### src/rtl/i2s_rx_stream.sv
// Captures completed stereo frames from an I2S master at a fixed delay after each ws falling edge,
// buffers them in a FWFT FIFO and streams them out. Optional drop counter: I2S_RX_DROP_CNT_EN.
module i2s_rx_stream #(
  parameter int DATA_WIDTH  = 24,
  parameter int CAPTURE_DLY = 512,
  parameter int FIFO_DEPTH  = 4
) (
  input  logic                          clk,
  input  logic                          arstn,
  input  logic                          ws,
  input  logic [DATA_WIDTH-1:0]         data_recv_left,
  input  logic [DATA_WIDTH-1:0]         data_recv_right,
  // Stream: a frame transfers on every cycle with m_valid & m_ready; m_valid and the
  // head data stay stable until that transfer, and m_valid never depends on m_ready.
  output logic                          m_valid,
  input  logic                          m_ready,
  output logic [DATA_WIDTH-1:0]         m_left,
  output logic [DATA_WIDTH-1:0]         m_right,
  output logic [$clog2(FIFO_DEPTH):0]   fifo_level,
  output logic                          overflow,
  input  logic                          overflow_clr,
`ifdef I2S_RX_DROP_CNT_EN
  output logic [15:0]                   drop_count,
`endif
  output logic                          dbg_cap_busy
);

  localparam int AW = $clog2(FIFO_DEPTH);
  localparam logic [15:0] DLY_M1 = 16'(CAPTURE_DLY - 1);
  localparam logic [AW:0] FULL_LVL = (AW+1)'(FIFO_DEPTH);

  typedef enum logic {S_IDLE, S_BUSY} cap_state_t;

  cap_state_t state;
  logic [15:0] cnt;
  logic        ws_d;
  logic        primed;
  logic        fall;
  logic        cap_stb;

  assign fall    = ws_d & ~ws;
  assign cap_stb = (state == S_BUSY) && (cnt == 16'd0);
  assign dbg_cap_busy = (state == S_BUSY);

  // The first edge after reset only primes: the frame in flight then is incomplete.
  always_ff @(posedge clk or negedge arstn) begin
    if (!arstn) begin
      state  <= S_IDLE;
      cnt    <= 16'd0;
      ws_d   <= 1'b1;
      primed <= 1'b0;
    end else begin
      ws_d <= ws;
      if (fall && !primed) primed <= 1'b1;
      if (fall && primed) begin
        state <= S_BUSY;
        cnt   <= DLY_M1;
      end else if (state == S_BUSY) begin
        if (cnt == 16'd0) state <= S_IDLE;
        else              cnt   <= cnt - 16'd1;
      end
    end
  end

  logic [2*DATA_WIDTH-1:0] mem [FIFO_DEPTH];
  logic [2*DATA_WIDTH-1:0] head;
  logic [AW-1:0]           wptr;
  logic [AW-1:0]           rptr;
  logic [AW:0]             level;
  logic                    full;
  logic                    pop;
  logic                    push_ok;
  logic                    drop;

  assign full    = (level == FULL_LVL);
  assign m_valid = (level != '0);
  assign pop     = m_valid & m_ready;
  // A full FIFO still takes the frame when the head leaves in the same cycle.
  assign push_ok = cap_stb & (~full | pop);
  assign drop    = cap_stb & full & ~pop;
  assign head    = mem[rptr];
  assign m_left  = m_valid ? head[2*DATA_WIDTH-1:DATA_WIDTH] : '0;
  assign m_right = m_valid ? head[DATA_WIDTH-1:0] : '0;
  assign fifo_level = level;

  always_ff @(posedge clk) begin
    if (push_ok) mem[wptr] <= {data_recv_left, data_recv_right};
  end

  always_ff @(posedge clk or negedge arstn) begin
    if (!arstn) begin
      wptr  <= '0;
      rptr  <= '0;
      level <= '0;
    end else begin
      if (push_ok) wptr <= wptr + 1'b1;
      if (pop)     rptr <= rptr + 1'b1;
      unique case ({push_ok, pop})
        2'b10:   level <= level + 1'b1;
        2'b01:   level <= level - 1'b1;
        default: level <= level;
      endcase
    end
  end

  // A drop wins over a simultaneous clear so the loss is never hidden.
  always_ff @(posedge clk or negedge arstn) begin
    if (!arstn)            overflow <= 1'b0;
    else if (drop)         overflow <= 1'b1;
    else if (overflow_clr) overflow <= 1'b0;
  end

`ifdef I2S_RX_DROP_CNT_EN
  always_ff @(posedge clk or negedge arstn) begin
    if (!arstn)                            drop_count <= 16'd0;
    else if (overflow_clr)                 drop_count <= drop ? 16'd1 : 16'd0;
    else if (drop && drop_count != 16'hFFFF) drop_count <= drop_count + 16'd1;
  end
`endif

endmodule

### config.mk
export PLATFORM = sky130hd
export DESIGN_NAME = i2s_rx_stream
export DESIGN_NICKNAME = d
export VERILOG_FILES = /design/src/rtl/i2s_rx_stream.sv
export SDC_FILE = /design/constraint.sdc
export NUM_CORES = 1
export LEC_CHECK = 0
export BUFFER_PORTS_ARGS = -buffer_cell sky130_fd_sc_hd__buf_2
export CAP_MARGIN = 15
export CELL_PAD_IN_SITES_DETAIL_PLACEMENT = 0
export CELL_PAD_IN_SITES_GLOBAL_PLACEMENT = 2
export CORE_UTILIZATION = 43
export CTS_CLUSTER_DIAMETER = 60
export DETAILED_ROUTE_END_ITERATION = 16
export PLACE_DENSITY_LB_ADDON = 0.1
export SKIP_CTS_REPAIR_TIMING = 1
export SLEW_MARGIN = 15
export SYNTH_ARGS = -nofsm -noshare
export SYNTH_HDL_FRONTEND = slang
export SYNTH_SLANG_ARGS = --single-unit
export TNS_END_PERCENT = 5
### constraint.sdc
create_clock -name clk -period 5 [get_ports clk]
set_input_delay 1 -clock clk [delete_from_list [all_inputs] [get_ports clk]]
set_output_delay 1 -clock clk [all_outputs]
set_load 0.02 [all_outputs]
# Word-level counts from Yosys, hierarchy flattened
# Memories as Yosys holds them, arrays and structs flattened.
# Index checks and enable logic that the tools add are counted.
# Widths: inputs -> output; s select.
dict set report word_totals {
  ram_bits 192
  register_bits 27
  output_inout_bits 54
  latchBits 0
  wordCells 50
  mem_count 1
  romBits 0
}
# memory words width read_ports rd_clocked_by_memory_dff write_ports line
set memory_table {}
lappend memory_table {mem 4 48 1 0 1 65} ;# logic [2*DATA_WIDTH-1:0] mem [FIFO_DEPTH];
dict set report classes {
  bitwise_logic 9
  reduce_logical 10
  order_cmp 0
  shift 0
  n_eq_ne 4
  mul 0
  div 0
  add_sub_neg 5
  mux 13
}
# operator count
set op_table {}
lappend op_table {{$mux 16} 3}
lappend op_table {{$mux 24} 2}
lappend op_table {{$logic_not 16->1} 1}
lappend op_table {{$sub 16x1->16 const B} 1}
lappend op_table {{$mux 1} 7}
lappend op_table {{$pmux 3 s2} 1}
lappend op_table {{$reduce_bool 2->1} 3}
lappend op_table {{$and 1x1->1} 5}
lappend op_table {{$add 2x1->2 const B} 2}
lappend op_table {{$add 3x1->3 const B} 1}
lappend op_table {{$eq 3x3->1 const B} 1}
lappend op_table {{$logic_and 1x1->1} 3}
lappend op_table {{$not 1->1} 3}
lappend op_table {{$reduce_bool 3->1} 1}
lappend op_table {{$sub 3x1->3 const B} 1}
lappend op_table {{$eq 2x1->1 const B} 1}
lappend op_table {{$eq 2x2->1 const B} 1}
lappend op_table {{$ne 2x2->1 const B} 1}
lappend op_table {{$reduce_and 2->1} 1}
lappend op_table {{$logic_not 1->1} 1}
lappend op_table {{$or 1x1->1} 1}

# Depth between registers and ports, before layout
# Gate-level depths: netlist (run 1).
dict set report logic_depth {
  depth_word 6
  mapped_depth 9
  mapped_depth_nobuf 9
}

# Worst setup path after synthesis (run 1)
# OpenSTA, ideal clock, no wires.
dict set report synth_timing {
  path_kind {reg2reg}
  from {register cnt[0]}
  to {memory mem[0][0] in the netlist's numbering, enable pin}
  slack_ns 1.492
  stages_incl_launch_ff 8
  arrival_ns 3.098
  path_buffers 1
  period_less_slack_ns 3.508
  required_ns 4.590
  cell_sequence {dfrtp_1 inv_1 ha_1 or4b_1 or4_4 buf_6 a31oi_4 and2_1}
}
dict set report synth_between {
  elab_chain_len 5
}
# item line
set synth_lines {}
lappend synth_lines {{start, declared} 35} ;# logic [15:0] cnt;
lappend synth_lines {{start signal, assigned} 60} ;# else cnt <= cnt - 16'd1;
lappend synth_lines {{$logic_not 16->1} 42} ;# assign cap_stb = (state == S_BUSY) && (cnt == 16'd0);
lappend synth_lines {{$logic_and 1x1->1} 42}
lappend synth_lines {{$and 1x1->1} 79} ;# assign push_ok = cap_stb & (~full | pop);
lappend synth_lines {{$mux 1} 87} ;# if (push_ok) mem[wptr] <= {data_recv_left, data_recv_right};
lappend synth_lines {{$mux 1 (not written as such)} 87}
lappend synth_lines {{end, declared} 65}
# No other way between the ends.

# Final worst setup path (run 1)
dict set report layout_timing {
  from {register rptr[0]}
  to {output m_right[9]}
}
dict set report layout_between {
  elab_chain_len 2
}
# item line
set layout_lines {}
lappend layout_lines {{start, declared} 68} ;# logic [AW-1:0] rptr;
lappend layout_lines {{start signal, assigned} 97} ;# if (pop) rptr <= rptr + 1'b1;
lappend layout_lines {{$mem_v2 4x48} --}
lappend layout_lines {{$mux 24} 83} ;# assign m_right = m_valid ? head[DATA_WIDTH-1:0] : '0;
lappend layout_lines {{end, declared} 18} ;# output logic [DATA_WIDTH-1:0] m_right,
# No other way between the ends.

==> out/qor.yml, run 1 <==
outcome: "finished clean"
synth_xor_area_frac: 0.01790
drc: 0
drtAntennaViolNets: 0
path_cells: "mux4_2 > and2_1 > buf_2"
synth_compound_area_frac: 0.01704
nFillCells: 1607
crit_path_top_delay_cell: "dfrtp_4"
die_h_um: 144.6
cp-end-kind: "output pin"
overflow: 0
synthDistinctLibCells: 46
cts-buffers-inserted: 24
core_area_um2: 19720
switching_share: 0.1892
place_inst: 813
synth_ff_type: "edfxtp_1"
static-leakage-power_nw: 3.652
arrival_ns: 2.60
synthCells: 455
die_w_um: 144.6
use_met1: 0.2110
combPwrFrac: 0.024
cts_buffer_depth: 3
fin_cells: 854
drt_iter0_drc: 244
cts_tree: "done"
tns_ns: 0
grtUsageMet2: 0.2756
avgRoutedWirePerCell_um: 18.81
tightest_slew_ns: 1.025
synth_fp_nets: 515
clk_transition_reported_paths_ns: 0.06
syn_area_um2: 8740
synth-simple-area-share: 0.08074
clockRootBuffer: "clkbuf_16"
die-area_um2: 20900
via_count: 4435
place_ws_ns: 1.607
gr-usage-all-layers: 0.1613
ys_seq_area_frac: 0.7372
grt_pass1_vias: 4645
maxSlewViolCount: 0
ir_drop_v: 0.0002372
power_frac_seq: 0.519
synth_area_per_cell_um2: 19.21
ys_seq_elements: 219
fin_crit_ns: 3.598
startpoint_type: "register"
drive_gt1_frac: 0.3565
hold_viol_final: 0
worstSetupPathType: "register to output pin"
async_flop_share: 0.1233
antenna_found_initial: 0
synthTopCellsByArea: "edfxtp_1, mux4_2, dfrtp_1"
power_frac_clock: 0.457
synth_top_family_by_area: "multiplexers"
p_int_mw: 3.150
grt_max_degree: 52
diodes: 0
switching_power_mw: 0.7352
vias_per_cell: 5.193
ys_top_cells_by_count: "edfxtp_1, and2_1, mux4_2"
fin_skew_ns: 0.01318
htreeDepth: 1
grt.busiest_layer: "met2"
post-route-util: 0.5264
num_rows: 51
fin_ws_ns: 1.402
worstHoldPathType: "register to register"
synth-adder-area-share: 0.01088
clk_latency_ns: 0.50
start_util: 0.4432
fin_nets: 634
slowest_delay_ns: 1.11
rsz0062_at_grt: "false"
dpl.hpwl_um: 9717
synth.most_common_cell: "edfxtp_1"
ys_warn_count: 0
fmax_mhz: 278.0
clkSinkCount: 219
io_buffers: 106
use_met3: 0.03046
finalCritPeriodShare: 0.7195
gp_congestion: 0.7818
synth_mux_area_frac: 0.1237
maxCapViolations: 0
critical_path.max_fanout: 50
pin_count: 107
synth_top_area_frac: 0.6597
pwr_density_cell_nw_per_um2: 374.4
dr.pass1.iters: 4
cp_data_required_time_ns: 4.00
grt_pass1_wl_um: 25120
yosysTopAreaCell: "edfxtp_1"
area_delta_synth_final_pct: 18.75
drt-total-wl_um: 16070
finalSetupViolations: 0
slew_headroom: 0.3166
power_mw: 3.885
synth_edf_count: 192
==> power groups by stage <==
stage | combinational, mW | clock [mW] | sequential, mW
detailed placement | 0.0943 | 0 | 2.05
floorplan | 0.0433 | 0 | 2.05
global placement | 0.0926 | 0 | 2.05
global route | 0.107 | 1.89 | 2.02
finish | 0.0930 | 1.78 | 2.02
CTS | 0.0953 | 1.82 | 2.02
==> worst max-delay path: cells and delay by family, from the launching register on <==
kind	cells	cell delay, ns
muxes	1	0.61
and+or+nand+nor	1	0.18
buffers and inverters	1	0.16
DFF	1	1.11
==> flip-flops by register name, summed over array words and instances (netlist names) <==
name / cells
wptr: 2
cnt: 16
mem: 192
ws_d: 1
primed: 1
dbg_cap_busy: 1
rptr: 2
overflow: 1
fifo_level: 3
==> worst paths after layout <==
check                               startpoint                  end  slack [ns]  cells after the start
min in group asynchronous                arstn   cnt[2]$_DFFE_PN0P_        0.51                      1
max reg2reg                 cnt[0]$_DFFE_PN0P_  mem[1][1]$_DFFE_PP_        1.65                      7
max in group asynchronous                arstn  rptr[0]$_DFFE_PN0P_        4.03                      1
min reg2reg                 primed$_DFFE_PN0P_   primed$_DFFE_PN0P_        0.47                      1
max                        rptr[0]$_DFFE_PN0P_           m_right[9]        1.40                      3
min                         primed$_DFFE_PN0P_   primed$_DFFE_PN0P_        0.47                      1
==> metal layers <==
| layer | wire length (um) | up-vias |
|---|---|---|
| met5 | 0 | - |
| met4 | 325 | 0 |
| met3 | 776 | 25 |
| met2 | 8092 | 101 |
| met1 | 6873 | 2273 |
| li1 | - | 2036 |
==> layout make-up <==
class | instances | area, um^2 | share of cell area
Clock buffer | 29 | 640.6 | 0.06172
Clock inverter | 12 | 160.2 | 0.01543
Inverter | 6 | 22.52 | 0.002170
Multi-Input combinational cell | 210 | 2193 | 0.2113
Sequential cell | 219 | 6447 | 0.6212
Tap cell | 265 | 331.6 | 0.03195
Timing Repair Buffer | 113 | 583.1 | 0.05618
==> cells by family (layout without fill, tap and decap cells) <==
kind of cell,Yosys count,after routing
DFF,219,219
and+or+nand+nor,119,119
muxes,48,48
buffers and inverters,26,160
AOI/OAI and AO/OA,19,19
xor gates and xnor gates,17,17
adders and majority gates,7,7
==> stage by stage <==
stage | hold WS (ns) | instance area, um^2
finish | 0.4706 | 10380
global route | 0.5122 | 10380
CTS | 0.4718 | 10380
detailed placement | 0.4594 | 9578
global placement | 0.4561 | 9578
floorplan | 0.4429 | 8740
==> cell usage in the layout (no fill, tap or decap), drive strengths merged, types with 2 or more instances in the layout <==
| cell | n |
|---|---|
| nand3 | 10 |
| edfxtp | 192 |
| nand2 | 18 |
| o21ai | 5 |
| dfrtp | 26 |
| xor2 | 7 |
| and2 | 53 |
| or4b | 3 |
| clkinvlp | 2 |
| buf | 113 |
| nor4 | 4 |
| bufinv | 4 |
| clkbuf | 29 |
| nor2 | 12 |
| inv | 6 |
| o211ai | 4 |
| or3 | 3 |
| clkinv | 6 |
| ha | 6 |
| xnor2 | 10 |
| o2111ai | 2 |
| a21oi | 2 |
| or4 | 4 |
| mux4 | 48 |
| nor3 | 3 |
| nand4 | 2 |
Power figures use the tool's default switching activity.
==> run 2: changes to the inputs <==
--- a/config.mk
+++ b/config.mk
@@ -9,7 +9,7 @@
 export CAP_MARGIN = 15
 export CELL_PAD_IN_SITES_DETAIL_PLACEMENT = 0
 export CELL_PAD_IN_SITES_GLOBAL_PLACEMENT = 2
-export CORE_UTILIZATION = 43
+export CORE_UTILIZATION = 39
 export CTS_CLUSTER_DIAMETER = 60
 export DETAILED_ROUTE_END_ITERATION = 16
 export PLACE_DENSITY_LB_ADDON = 0.1
==> constraint.sdc (replaced) <==
create_clock -name clk -period 3.25 [get_ports clk]
set_input_delay 0.65 -clock clk [delete_from_list [all_inputs] [get_ports clk]]
set_output_delay 0.65 -clock clk [all_outputs]
set_load 0.02 [all_outputs]
==> run 2 against run 1 <==
  * Clock skew is 0.0043 ns lower
  * Register-to-register slack got worse by 1.3 ns
  * Flip-flop and latch count is the same
  * Global-route usage is 0.68 points lower
  * Sequential share of layout area is 1.1 points lower
  * Worst hold slack worse by 0.30 ns
  * Worst setup slack got worse by 1.2 ns
  * Critical path type unchanged
  * Largest power group unchanged
==> out/qor.yml, run 2 (same netlist as run 1, synthesis figures left out) <==
outcome: "finished clean"
r2r_start: "cnt[0]$_DFFE_PN0P_"
drt_iter0_drc: 202
area_delta_synth_final_pct: 20.80
vias_per_cell: 5.065
dpl.hpwl_um: 10640
dr.pass1.iters: 4
pwr_density_cell_nw_per_um2: 562.3
antenna_found_initial: 1
num_rows: 54
slowest_delay_ns: 0.70
gr-usage-all-layers: 0.1545
drive_gt1_frac: 0.3787
layout_common_cells: "edfxtp_1, buf_2, and2_1, mux4_2"
die_h_um: 151.7
grt_max_degree: 37
cp_data_required_time_ns: 2.60
final_common_cell: "edfxtp_1"
rr_worst_depth: 7
grt_pass1_vias: 4694
gp_congestion: 0.8130
clkSinkCount: 219
largest_register_ff_count: 192
worstHoldPathType: "input pin to asynchronous set/reset pin"
place_ws_ns: 0.3294
hold_viol_final: 0
fin_area_um2: 10560
finalSetupViolations: 0
dpl_cell_area_um2: 9759
avgRoutedWirePerCell_um: 19.59
start_util: 0.3992
maxSlewViolCount: 0
die-area_um2: 23010
io_buffers: 106
place_inst: 838
maxCapViolations: 0
fmax_mhz: 326.0
fin_ws_ns: 0.1824
core_area_um2: 21890
crit_path_top_delay_cell: "or3_2"
clk_latency_ns: 0.51
slew_headroom: 0.5074
fin_nets: 644
worstSetupPathType: "register to output pin"
cts_tree: "done"
fin_cells: 883
arrival_ns: 2.42
fin_crit_ns: 3.068
finalCritPeriodShare: 0.9439
drt-total-wl_um: 17290
grt_pass1_wl_um: 26630
path_cells: "or3_2 > buf_4 > and2_1 > buf_2"
cts_buffer_depth: 3
ir_drop_v: 0.0003553
fin_skew_ns: 0.008866
clk_transition_reported_paths_ns: 0.06
pin_count: 107
startpoint_type: "register"
htreeDepth: 1
top_register: "mem"
tns_ns: 0
startpoint: "fifo_level[0]$_DFFE_PN0P_"
overflow: 0
drc: 0
power_mw: 5.937
cts-buffers-inserted: 24
static-leakage-power_nw: 3.734
nFillCells: 1903
rsz0062_at_grt: "false"
cp-end-kind: "output pin"
critical_path.max_fanout: 36
die_w_um: 151.7
tightest_slew_ns: 0.7322
drtAntennaViolNets: 0
via_count: 4472
clockRootBuffer: "clkbuf_16"
[run 2: cell count changes in the layout (fill, tap and decap cells not counted), sizes merged]
cell,previous run,this run
buf,113,123
clkinv,6,12
clkbuf,29,26
bufinv,4,3
diode,0,1
inv,6,7
[run 2: stage by stage]
| stage | hold WS [ns] | util |
|---|---|---|
| final | 0.1698 | 0.4823 |
| after global routing | 0.1989 | 0.4822 |
| after CTS | 0.1715 | 0.4822 |
| after detailed placement | 0.4602 | 0.4458 |
| after global placement | 0.4537 | 0.4458 |
| after floorplan | 0.3544 | - |
[run 2: final cells by class]
class / instances / area, um^2 / area share
tap: 280 / 350.3 / 0.03318
inverter: 6 / 22.52 / 0.002133
timing repair buffer: 123 / 745.7 / 0.07063
clock buffer: 26 / 608.1 / 0.05760
clock inverter: 18 / 187.7 / 0.01778
antenna: 1 / 2.502 / 0.0002370
multi-input combinational: 210 / 2193 / 0.2078
sequential: 219 / 6447 / 0.6107
[run 2: layer usage]
| metal | GRT usage | vias up | share of wire |
|---|---|---|---|
| met1 | 0.2146 | 2290 | 0.45 |
| met2 | 0.2484 | 110 | 0.48 |
| met3 | 0.03084 | 22 | 0.059 |
| met4 | 0.04158 | 0 | 0.014 |
| met5 | 0 | - | 0 |
| li1 | - | 2050 | - |
[run 2: critical path, delay by kind of cell, from the launching register on]
family                 cells  cell delay [ns]
buffers and inverters      2             0.50
DFF                        1             0.47
and+or+nand+nor            2             0.92
[run 2: worst paths after layout]
| path | end | slack, ns |
|---|---|---|
| max | m_right[20] | 0.18 |
| min | cnt[8]$_DFFE_PN0P_ | 0.17 |
| max reg2reg | mem[2][19]$_DFFE_PP_ | 0.34 |
| min reg2reg | primed$_DFFE_PN0P_ | 0.47 |
| max in group asynchronous | rptr[0]$_DFFE_PN0P_ | 2.59 |
| min in group clk | ws_d$_DFF_PN1_ | 0.24 |
[run 2: power by group]
group	switching, mW	internal, mW	total (mW)	leakage [nW]
clock	1.09	1.60	2.69	0.393
combinational	0.0898	0.0562	0.146	1.30
sequential	0.0205	3.08	3.10	2.04
total	1.20	4.74	5.94	3.73
==> run 3: changes to the inputs <==
--- a/config.mk
+++ b/config.mk
@@ -9,10 +9,12 @@
 export CAP_MARGIN = 15
 export CELL_PAD_IN_SITES_DETAIL_PLACEMENT = 0
 export CELL_PAD_IN_SITES_GLOBAL_PLACEMENT = 2
+export CORE_ASPECT_RATIO = 1.1
 export CORE_UTILIZATION = 39
 export CTS_CLUSTER_DIAMETER = 60
 export DETAILED_ROUTE_END_ITERATION = 16
 export PLACE_DENSITY_LB_ADDON = 0.1
+export RECOVER_POWER = 25
 export SKIP_CTS_REPAIR_TIMING = 1
 export SLEW_MARGIN = 15
 export SYNTH_ARGS = -nofsm -noshare
==> run 3 against run 2 <==
  * Sequential power is essentially flat
  * Global-route usage shrank 0.60 points
  * Cell area is 0.41% lower
  * Final cell count up 1.1%
  * Total power decreased by 2.2%
  * Via count decreased by 0.16%
  * Critical path depth unchanged
  * Count of clock-buffer cells in the layout up 5
  * Core utilization is 0.52 points lower
  * Non-clock buffer count shrank 4
==> out/qor.yml, run 3 (same netlist as run 1, synthesis figures left out) <==
post-route-util: 0.4771
grt_pass1_vias: 4706
fin_crit_ns: 2.999
cts_tree: "done"
ir_drop_v: 0.0003750
drt-total-wl_um: 16470
slew_headroom: 0.5068
pin_count: 107
maxCapViolations: 0
largest_register_ff_count: 192
fin_area_um2: 10510
finalSetupViolations: 0
cts-buffers-inserted: 24
cp-end-kind: "output pin"
drc: 0
cts_buffer_depth: 3
power_mw: 5.809
outcome: "finished clean"
overflow: 0
clk_latency_ns: 0.50
io_buffers: 106
avgRoutedWirePerCell_um: 18.45
tns_ns: 0
die_w_um: 144.7
hold_ws_ns: 0.1613
gp_congestion: 0.7136
arrival_ns: 2.35
place_inst: 849
fin_cells: 893
cp_data_required_time_ns: 2.60
maxSlewViolCount: 0
hold_viol_final: 0
static-leakage-power_nw: 3.599
dpl_cell_area_um2: 9798
clockRootBuffer: "clkbuf_16"
core_area_um2: 22040
grt_pass1_wl_um: 25650
fin_skew_ns: 0.01088
antenna_found_initial: 1
clk_transition_reported_paths_ns: 0.06
gr-usage-all-layers: 0.1485
dpl.hpwl_um: 10230
die_h_um: 159.0
tightest_slew_ns: 0.7331
place_ws_ns: 0.4346
grt_max_degree: 44
htreeDepth: 1
drive_gt1_frac: 0.2998
dr.pass1.iters: 4
finalCritPeriodShare: 0.9226
clkSinkCount: 219
drtAntennaViolNets: 0
worstSetupPathType: "register to output pin"
critical_path.max_fanout: 16
fin_nets: 640
nFillCells: 1886
fmax_mhz: 333.5
area_delta_synth_final_pct: 20.30
worstHoldPathType: "input pin to asynchronous set/reset pin"
start_util: 0.3966
layout_common_cells: "edfxtp_1, buf_2, and2_1, mux4_2, clkbuf_1"
die-area_um2: 23010
rsz0062_at_grt: "false"
startpoint_type: "register"
drt_iter0_drc: 212
num_rows: 57
final_common_cell: "edfxtp_1"
vias_per_cell: 5.000
pwr_density_cell_nw_per_um2: 552.5
top_register: "mem"
fin_ws_ns: 0.2514
via_count: 4465
==> run 3: critical path, cell delays in order, from the launching register on <==
cell and delay, ns:
dfrtp_4 0.65, buf_4 0.32, mux4_2 0.52, and2_1 0.19, buf_2 0.16
==> run 3: final timing paths <==
check | start | endpoint | slack [ns] | depth (start not counted)
min in group clk | ws | ws_d$_DFF_PN1_ | 0.24 | 1
setup / recovery | rptr[0]$_DFFE_PN0P_ | m_right[0] | 0.25 | 4
max in group asynchronous | arstn | rptr[0]$_DFFE_PN0P_ | 2.61 | 1
hold reg to reg | primed$_DFFE_PN0P_ | primed$_DFFE_PN0P_ | 0.47 | 1
hold / removal | arstn | cnt[10]$_DFFE_PN0P_ | 0.16 | 1
setup reg to reg | cnt[0]$_DFFE_PN0P_ | fifo_level[2]$_DFFE_PN0P_ | 0.46 | 8
==> run 3: layout make-up <==
type,instances,area (um^2),area share
antenna,1,2.502,0.0002380
clock buffer,31,648.1,0.06164
clock inverter,12,110.1,0.01047
inverter,6,22.52,0.002142
multi-input combinational,210,2193,0.2086
sequential,219,6447,0.6132
tap,295,369.1,0.03511
timing repair buffer,119,720.7,0.06855
==> run 3: metal layers <==
metal	up-vias	routed length, um	global-route usage
li1	2049	-	-
met1	2282	6903	0.1902
met2	104	8462	0.2559
met3	28	803	0.02917
met4	2	292	0.03971
met5	-	11	0
==> run 3: report_power, final <==
group,leakage (nW),switching [mW],internal (mW)
registers,2.04,0.0198,3.08
clock network,0.367,1.01,1.56
logic,1.19,0.0884,0.0503
total,3.60,1.12,4.69
